--- src/rtl/seg_scan_display.sv ---
// rtl/seg_scan_display.sv - time-multiplexed seven-segment scanner with double-buffered value load
// Optional leading-zero blanking: define SEG_LEADING_ZERO_BLANK_EN.
module seg_scan_display #(
    parameter int DIGITS   = 4,
    parameter int PRESCALE = 50000
) (
    input  logic                  clock,
    input  logic                  reset,
    input  logic [4*DIGITS-1:0]   value_in,
    input  logic                  load,
    input  logic [DIGITS-1:0]     dp_in,
    input  logic                  freeze,
    input  logic                  blank,
    output logic [DIGITS-1:0]     disp_anode,
    output logic [7:0]            disp_seg,
    output logic                  digit_tick,
    output logic                  frame_done
);

    localparam int IW = (DIGITS > 1) ? $clog2(DIGITS) : 1;
    localparam int PW = (PRESCALE > 1) ? $clog2(PRESCALE) : 1;
    localparam logic [PW-1:0] PS_TC    = PW'(PRESCALE - 1);
    localparam logic [IW-1:0] IDX_LAST = IW'(DIGITS - 1);

    function automatic logic [6:0] hex7(input logic [3:0] n);
        case (n)
            4'h0: hex7 = 7'h40;
            4'h1: hex7 = 7'h79;
            4'h2: hex7 = 7'h24;
            4'h3: hex7 = 7'h30;
            4'h4: hex7 = 7'h19;
            4'h5: hex7 = 7'h12;
            4'h6: hex7 = 7'h02;
            4'h7: hex7 = 7'h78;
            4'h8: hex7 = 7'h00;
            4'h9: hex7 = 7'h10;
            4'hA: hex7 = 7'h08;
            4'hB: hex7 = 7'h03;
            4'hC: hex7 = 7'h46;
            4'hD: hex7 = 7'h21;
            4'hE: hex7 = 7'h06;
            default: hex7 = 7'h0E;
        endcase
    endfunction

    logic [PW-1:0]         presc_q, presc_d;
    logic [IW-1:0]         idx_q, idx_d;
    logic [4*DIGITS-1:0]   pend_q, pend_d, shad_q, shad_d;
    logic [DIGITS-1:0]     pdp_q, pdp_d, sdp_q, sdp_d;
    logic [DIGITS-1:0]     anode_q, anode_d;
    logic [7:0]            seg_q, seg_d;
    logic                  tick_q, tick_d, frame_q, frame_d;
    logic                  tc, wrap, dp_sel, dark;
    logic [3:0]            nib;
    logic [DIGITS-1:0]     lz;
`ifdef SEG_LEADING_ZERO_BLANK_EN
    logic                  lz_run;
`endif

    always_comb begin
        tc      = (presc_q == PS_TC);
        wrap    = tc && (idx_q == IDX_LAST);
        presc_d = tc ? '0 : presc_q + PW'(1);
        idx_d   = idx_q;
        if (tc) begin
            idx_d = (idx_q == IDX_LAST) ? '0 : idx_q + IW'(1);
        end
        tick_d  = tc;
        frame_d = wrap;

        // Load always lands in pending; shadow only moves at a frame boundary, so a coincident load shows one frame later.
        pend_d = load ? value_in : pend_q;
        pdp_d  = load ? dp_in : pdp_q;
        shad_d = (wrap && !freeze) ? pend_q : shad_q;
        sdp_d  = (wrap && !freeze) ? pdp_q : sdp_q;

        lz = '0;
`ifdef SEG_LEADING_ZERO_BLANK_EN
        lz_run = 1'b1;
        for (int k = DIGITS - 1; k > 0; k--) begin
            lz_run = lz_run && (shad_q[4*k +: 4] == 4'h0);
            lz[k]  = lz_run;
        end
`endif

        nib     = '0;
        dp_sel  = 1'b0;
        dark    = blank;
        anode_d = '1;
        for (int k = 0; k < DIGITS; k++) begin
            if (idx_q == IW'(k)) begin
                nib        = shad_q[4*k +: 4];
                dp_sel     = sdp_q[k];
                anode_d[k] = 1'b0;
                if (lz[k]) begin
                    dark = 1'b1;
                end
            end
        end
        seg_d = {~dp_sel, hex7(nib)};
        if (dark) begin
            anode_d = '1;
            seg_d   = 8'hFF;
        end
    end

    always_ff @(posedge clock) begin
        if (reset) begin
            presc_q <= '0;
            idx_q   <= '0;
            pend_q  <= '0;
            pdp_q   <= '0;
            shad_q  <= '0;
            sdp_q   <= '0;
            anode_q <= '1;
            seg_q   <= 8'hFF;
            tick_q  <= 1'b0;
            frame_q <= 1'b0;
        end else begin
            presc_q <= presc_d;
            idx_q   <= idx_d;
            pend_q  <= pend_d;
            pdp_q   <= pdp_d;
            shad_q  <= shad_d;
            sdp_q   <= sdp_d;
            anode_q <= anode_d;
            seg_q   <= seg_d;
            tick_q  <= tick_d;
            frame_q <= frame_d;
        end
    end

    assign disp_anode = anode_q;
    assign disp_seg   = seg_q;
    assign digit_tick = tick_q;
    assign frame_done = frame_q;

endmodule
--- config.mk ---
export PLATFORM = sky130hd
export DESIGN_NAME = seg_scan_display
export DESIGN_NICKNAME = d
export VERILOG_FILES = /design/src/rtl/seg_scan_display.sv
export SDC_FILE = /design/constraint.sdc
export NUM_CORES = 1
export LEC_CHECK = 0
export ABC_CLOCK_PERIOD_IN_PS = 3600
export CAP_MARGIN = 5
export CELL_PAD_IN_SITES_DETAIL_PLACEMENT = 1
export CELL_PAD_IN_SITES_GLOBAL_PLACEMENT = 1
export CORE_ASPECT_RATIO = 0.75
export CORE_MARGIN = 2
export CORE_UTILIZATION = 45
export DETAILED_ROUTE_END_ITERATION = 6
export HOLD_SLACK_MARGIN = 0.03
export PLACE_DENSITY = 0.84
export SLEW_MARGIN = 5
export SYNTH_ARGS = -nofsm -noshare
export SYNTH_HDL_FRONTEND = slang
export SYNTH_SLANG_ARGS = --single-unit
--- constraint.sdc ---
create_clock -name clock -period 3.6 [get_ports clock]
set_clock_uncertainty 0.05 [all_clocks]
set_input_delay 0.72 -clock clock [delete_from_list [all_inputs] [get_ports clock]]
set_output_delay 0.72 -clock clock [all_outputs]
set_load 0.03 [all_outputs]
=== Word-level counts from Yosys, hierarchy flattened ===
Memory sizes are Yosys's and may differ from the RTL's. A register that Yosys moved wholly into a read port is not among the register bits.
Index checks and enable logic that the tools add are counted.

* ROM bits: 112
* Memories: 1
* Output and inout port bits: 14
* Input bits: 25
* Bits in registers: 72

* Multiplexer cells: 13
* $add $sub $neg: 2
* Equality and inequality tests: 4
* Bitwise logic cells: 1
* Reductions and logical operators: 6

{| class="wikitable"
|+ Memories
! name !! depth !! width !! rd ports !! clocked after Yosys merged registers in !! write ports !! RTL line !! text
|-
| (no name shown) || 16 || 7 || 1 || 1 || 0 || 26 || <nowiki>case (n)</nowiki>
|}

{| class="wikitable"
|+ Operator list
! operator !! number
|-
| adder 16 x 1 -> 16 bit (second input constant) || 1
|-
| == test 16 bit (second input constant) || 1
|-
| two-way mux 4 bit || 4
|-
| two-way mux 1 bit || 8
|-
| == test 2 bit (second input constant) || 2
|-
| OR reduction 2 bit || 2
|-
| adder 2 x 1 -> 2 bit (second input constant) || 1
|-
| == test 2 x 1 -> 1 bit (second input constant) || 1
|-
| logical AND 1 bit || 2
|-
| logical NOT 2 bit || 1
|-
| two-way mux 2 bit || 1
|-
| logical NOT 1 bit || 1
|-
| NOT 1 bit || 1
|}

=== Longest topological paths before layout ===
* Word-level depth: 6
* Depth in mapped cells: 11

=== Least setup slack after synthesis ===
No wires, ideal clock.

* Path type: register -> register
* From: register idx_q[1]
* To: register seg_q[3], in the netlist disp_seg[3]
* Data required time: 3.416 ns
* Arrival: 2.136 ns
* Slack: 1.280 ns
* Setup time: 0.134 ns
* Clock period less this slack: 2.320 ns
* Cell stages (with the launch flop): 11
* Cells stage by stage: dfxtp_1 > inv_1 > ha_1 > buf_4 > nand3b_1 > a221oi_2 > inv_1 > ha_1 > nor2_1 > a2111oi_0 > a31oi_1

* Word-level cells in the longest chain between the ends: 5

{| class="wikitable"
|+ RTL lines
! element !! RTL line !! text
|-
| start, declared || 47 || <nowiki>logic [IW-1:0] idx_q, idx_d;</nowiki>
|-
| start signal, assigned || 121 || <nowiki>idx_q <= idx_d;</nowiki>
|-
| logical NOT 2 bit || 91 || <nowiki>if (idx_q == IW'(k)) begin</nowiki>
|-
| two-way mux 4 bit (3 in series) || 91 ||
|-
| two-way mux 4 bit * || 91 ||
|-
| end, declared || 51 || <nowiki>logic [7:0] seg_q, seg_d;</nowiki>
|}

Every way passes the cells marked *; elsewhere a longest branch is shown, timed or not.
A chain may end at the register's enable or synchronous reset.

=== Worst setup path after layout ===
* From: register idx_q[0]
* To: register seg_q[3], in the netlist disp_seg[3]

The elaborated chain is that of the path after synthesis.

==> run summary <==
TIMING
----------------------------------------------------------------------------------------------------
Slew at the pin closest to its max-slew limit                                                 855 ps
Relative max-transition margin                                                                 43.0%
Shortest period the worst path allows                                                        2830 ps
Number of failing hold endpoints at the final stage                                                0
Max-slew violation count                                                                           0
Unrepaired setup endpoints after global routing                                                false
Final critical-path setup slack                                                               769 ps
Achievable Freq                                                                              353 MHz
Worst Hold Slack                                                                              394 ps
Setup Viol. Count Final                                                                            0
Crit share post-route                                                                          78.6%
Setup TNS                                                                                       0 ps

DRT
----------------------------------------------------------------------------------------------------
Violation count after the first detailed-route iteration                                          74
Routed length on met3                                                                         257 um
Top layer reached by signal wires                                                               met4
Total number of vias                                                                            2297
Avg WL per Cell                                                                              15.5 um
DRC Markers                                                                                        0
Number of vias per cell                                                                         5.37
Number of search-and-repair iterations in the first detailed-routing pass                          4
Antenna Nets Post-Route                                                                            0
Routed met2 length                                                                           2960 um
Routed wire length                                                                           6630 um
Met1 Wirelength                                                                              3300 um

CLOCK TREE
----------------------------------------------------------------------------------------------------
Clock tree root driver cell                                                             sky130_fd_sc_hd__clkbuf_8
Number of buffers added by the clock tree synthesis step                                           9
Max clock buf depth                                                                                2
Clock latency reported for the late side of the worst-skew pair                               340 ps
Number of buffers inserted for hold repair after clock tree synthesis                              0
Number of H-tree branching levels                                                                  3
Number of clock sinks                                                                             72
Postcts setup bufs                                                                                 0
Post-CTS sizing                                                                                    0
Clock-pin slew reported for the worst setup and hold paths after clock tree synthesis          70 ps
CTS tree                                                                                       built

CRITICAL PATH
----------------------------------------------------------------------------------------------------
Arrival time of data at the critical path endpoint                                           2970 ps
Data required time at the worst endpoint                                                     3740 ps
Crit Path Max Fanout                                                                              15
Class of the most critical setup path                                                        reg2reg
Kind of launch point of the worst setup path                                                    flop
Kind of end point of the critical path                                                          flop

LOGIC SYNTHESIS
----------------------------------------------------------------------------------------------------
Count of mapped cells out of synthesis                                                           309
Total nets after synthesis                                                                       345
Fraction of registers with async set or reset after synthesis                                     0%
Seq/Total Area, Yosys                                                                          47.5%
Netlist area before placement                                                           0.00303 sq mm
Number of flops mapped to enable cells by yosys                                                    0
Number of distinct library cells after synthesis                                                  38
Number of warnings reported in the yosys synthesis log                                             0
Post-synth top flop                                                                     sky130_fd_sc_hd__dfxtp_1
Mean instance size in the synthesized netlist                                             9.82 sq um
Yosys reg bits                                                                                    72

DIE
----------------------------------------------------------------------------------------------------
Placeable core area                                                                     0.00641 sq mm
Starting Density                                                                               47.3%
Std cell rows                                                                                     25
Die Area                                                                                0.00742 sq mm
DIE HEIGHT                                                                                   75.1 um
Die width                                                                                    98.8 um
Ports placed on the boundary                                                                      39

FINAL LAYOUT
----------------------------------------------------------------------------------------------------
Final Net Count                                                                                  381
Core utilization of the finished layout                                                        56.4%
Count of non-filler cells in the finished layout                                                 428
Final antenna diode count                                                                          0
Ratio of cells with drive above 1 in the final layout                                          7.49%
Area added between synthesis and finish                                                        19.1%

GLOBAL ROUTING
----------------------------------------------------------------------------------------------------
Remaining global-route overflow                                                                    0
Antenna violations before repair                                                                   0
Largest net degree at the start of global routing                                                 42
Number of global-route vias before repair                                                       2272
Overall routing resource usage                                                                 19.5%
Global-route wire length before repair                                                      11200 um

PLACED DESIGN
----------------------------------------------------------------------------------------------------
Placed instance count                                                                            415
Global placer's final weighted congestion                                                      0.878
Number of I/O port buffers                                                                        38
DP HPWL                                                                                      4880 um
Minimum setup slack after placement                                                           837 ps

RUN STATUS
----------------------------------------------------------------------------------------------------
Result of the run                                                                       finished, final reports clean

FLOW RUN
----------------------------------------------------------------------------------------------------
MaxCap Viol Count                                                                                  0

PWR
----------------------------------------------------------------------------------------------------
Clock network fraction of design power                                                         37.1%
Cell-internal power                                                                          1.14 mW
Switching share of power                                                                       22.1%
Static Leak                                                                                  1.38 nW
Highest ir drop seen on vdd                                                               0.000171 V
Power spent charging and discharging nets                                                     324 uW
Total power density per cell area                                                        406 mW/mm^2
Proportion of power drawn by combinational gates                                                6.4%
Relative contribution of sequential cells to total power                                       56.5%

MIN PATH
----------------------------------------------------------------------------------------------------
Type of the worst min-delay path                                                             reg2reg

## critical path, stage by stage, from the launching register on
cell and delay [ps]:
sky130_fd_sc_hd__dfxtp_1 410, sky130_fd_sc_hd__ha_1 550, sky130_fd_sc_hd__mux2i_1 150, sky130_fd_sc_hd__a31oi_1 460, sky130_fd_sc_hd__inv_1 190, sky130_fd_sc_hd__ha_1 340, sky130_fd_sc_hd__nor2_1 50, sky130_fd_sc_hd__a2111oi_0 400
sky130_fd_sc_hd__a31oi_1 70
## path summary, 6_finish.rpt
path	slack [ps]	from	depth (start not counted)	to
max	770	idx_q[0]$_SDFFE_PP0P_	8	disp_seg[3]$_SDFF_PP1_
min	390	presc_q[0]$_SDFF_PP0_	1	presc_q[0]$_SDFF_PP0_
max reg2reg	770	idx_q[0]$_SDFFE_PP0P_	8	disp_seg[3]$_SDFF_PP1_
min reg2reg	390	presc_q[0]$_SDFF_PP0_	1	presc_q[0]$_SDFF_PP0_
## kinds of logic (layout without fill, tap and decap cells)
logic type               after synthesis  after routing  share of synthesized area [%]
AND/OR/NAND/NOR                      119            119                           19.7
buffers and inverters                 25             63                           4.21
adder cells (fa/ha/maj)               11             11                           4.54
flip-flops                            72             72                           47.5
XOR/XNOR                              13             13                           3.75
AO/OA/AOI/OAI                         27             27                           6.47
multiplexers                          42             42                           13.9
## sequential cells by signal, indices dropped and copies added (netlist names)
signal,count
digit_tick,1
idx_q,2
sdp_q,4
frame_done,1
presc_q,16
disp_seg,8
disp_anode,4
pdp_q,4
shad_q,16
pend_q,16
## Yosys cell counts (2+ instances only)
master,n,area [sq um]
sky130_fd_sc_hd__mux2i_1,42,420
sky130_fd_sc_hd__nand2_1,19,71.3
sky130_fd_sc_hd__nand3b_1,6,45.0
sky130_fd_sc_hd__o21ai_0,7,35.0
sky130_fd_sc_hd__dfxtp_1,72,1440
sky130_fd_sc_hd__nor2_1,63,236
sky130_fd_sc_hd__clkbuf_1,9,33.8
sky130_fd_sc_hd__a311oi_2,2,30.0
sky130_fd_sc_hd__ha_1,11,138
sky130_fd_sc_hd__nor3b_1,2,15.0
sky130_fd_sc_hd__nor2b_1,3,18.8
sky130_fd_sc_hd__o221ai_1,4,35.0
sky130_fd_sc_hd__a31oi_1,2,12.5
sky130_fd_sc_hd__xor2_1,7,61.3
sky130_fd_sc_hd__nand4_1,4,25.0
sky130_fd_sc_hd__nor3b_2,2,25.0
sky130_fd_sc_hd__buf_4,2,15.0
sky130_fd_sc_hd__and4bb_2,2,25.0
sky130_fd_sc_hd__nand2b_1,4,25.0
sky130_fd_sc_hd__xnor2_1,6,52.6
sky130_fd_sc_hd__and3_1,5,31.3
sky130_fd_sc_hd__buf_2,2,10.0
sky130_fd_sc_hd__a21oi_1,7,35.0
sky130_fd_sc_hd__nand3_1,3,15.0
sky130_fd_sc_hd__buf_6,3,33.8
sky130_fd_sc_hd__inv_1,8,30.0
## power groups by stage
| stage | registers (mW) | logic, mW | clock network, mW |
|---|---|---|---|
| 4_1_cts | 0.828 | 0.0960 | 0.560 |
| 3_3_place_gp | 0.845 | 0.0913 | 0 |
| 6_report | 0.828 | 0.0945 | 0.544 |
| 2_1_floorplan | 0.851 | 0.0418 | 0 |
| 3_5_place_dp | 0.846 | 0.0962 | 0 |
| 5_1_grt | 0.829 | 0.103 | 0.594 |
## layer usage
layer | track usage [%] | vias to the layer above
met1 | 25.7 | 1117
met3 | 5.57 | 13
met5 | 0 | -
met2 | 30.7 | 44
met4 | 7.91 | 0
li1 | - | 1123
## cells in the final DEF (no fill, tap or decap), drive strengths merged, types with 2 or more instances in the layout
cell type,synthesis,layout
dfxtp,72,72
nor2,64,64
mux2i,42,42
clkdlybuf4s50,0,38
nand2,19,19
clkbuf,10,12
ha,11,11
inv,8,8
o21ai,7,7
a21oi,7,7
xor2,7,7
nand3b,6,6
xnor2,6,6
and3,5,5
nand4,5,5
nand2b,4,4
o221ai,4,4
buf,7,4
nor3b,4,4
nor2b,3,3
nand3,3,3
a31oi,2,2
and4bb,2,2
a311oi,2,2
## final cells by class
cell class | count | area (sq um)
fillers | 705 | 2800
repair buffers | 42 | 410
inverters | 8 | 30.0
flip-flops and latches | 72 | 1440
clock inverters | 1 | 5.00
well taps | 81 | 101
multi-input cells | 212 | 1470
clock buffers | 12 | 155
## metrics by stage
stage / power, mW / instance area (sq um)
6_report: 1.47 / 3610
5_1_grt: 1.53 / 3610
4_1_cts: 1.48 / 3610
3_5_place_dp: 0.942 / 3450
3_3_place_gp: 0.936 / 3450
2_1_floorplan: 0.892 / 3030
Power figures use the tool's default switching activity.
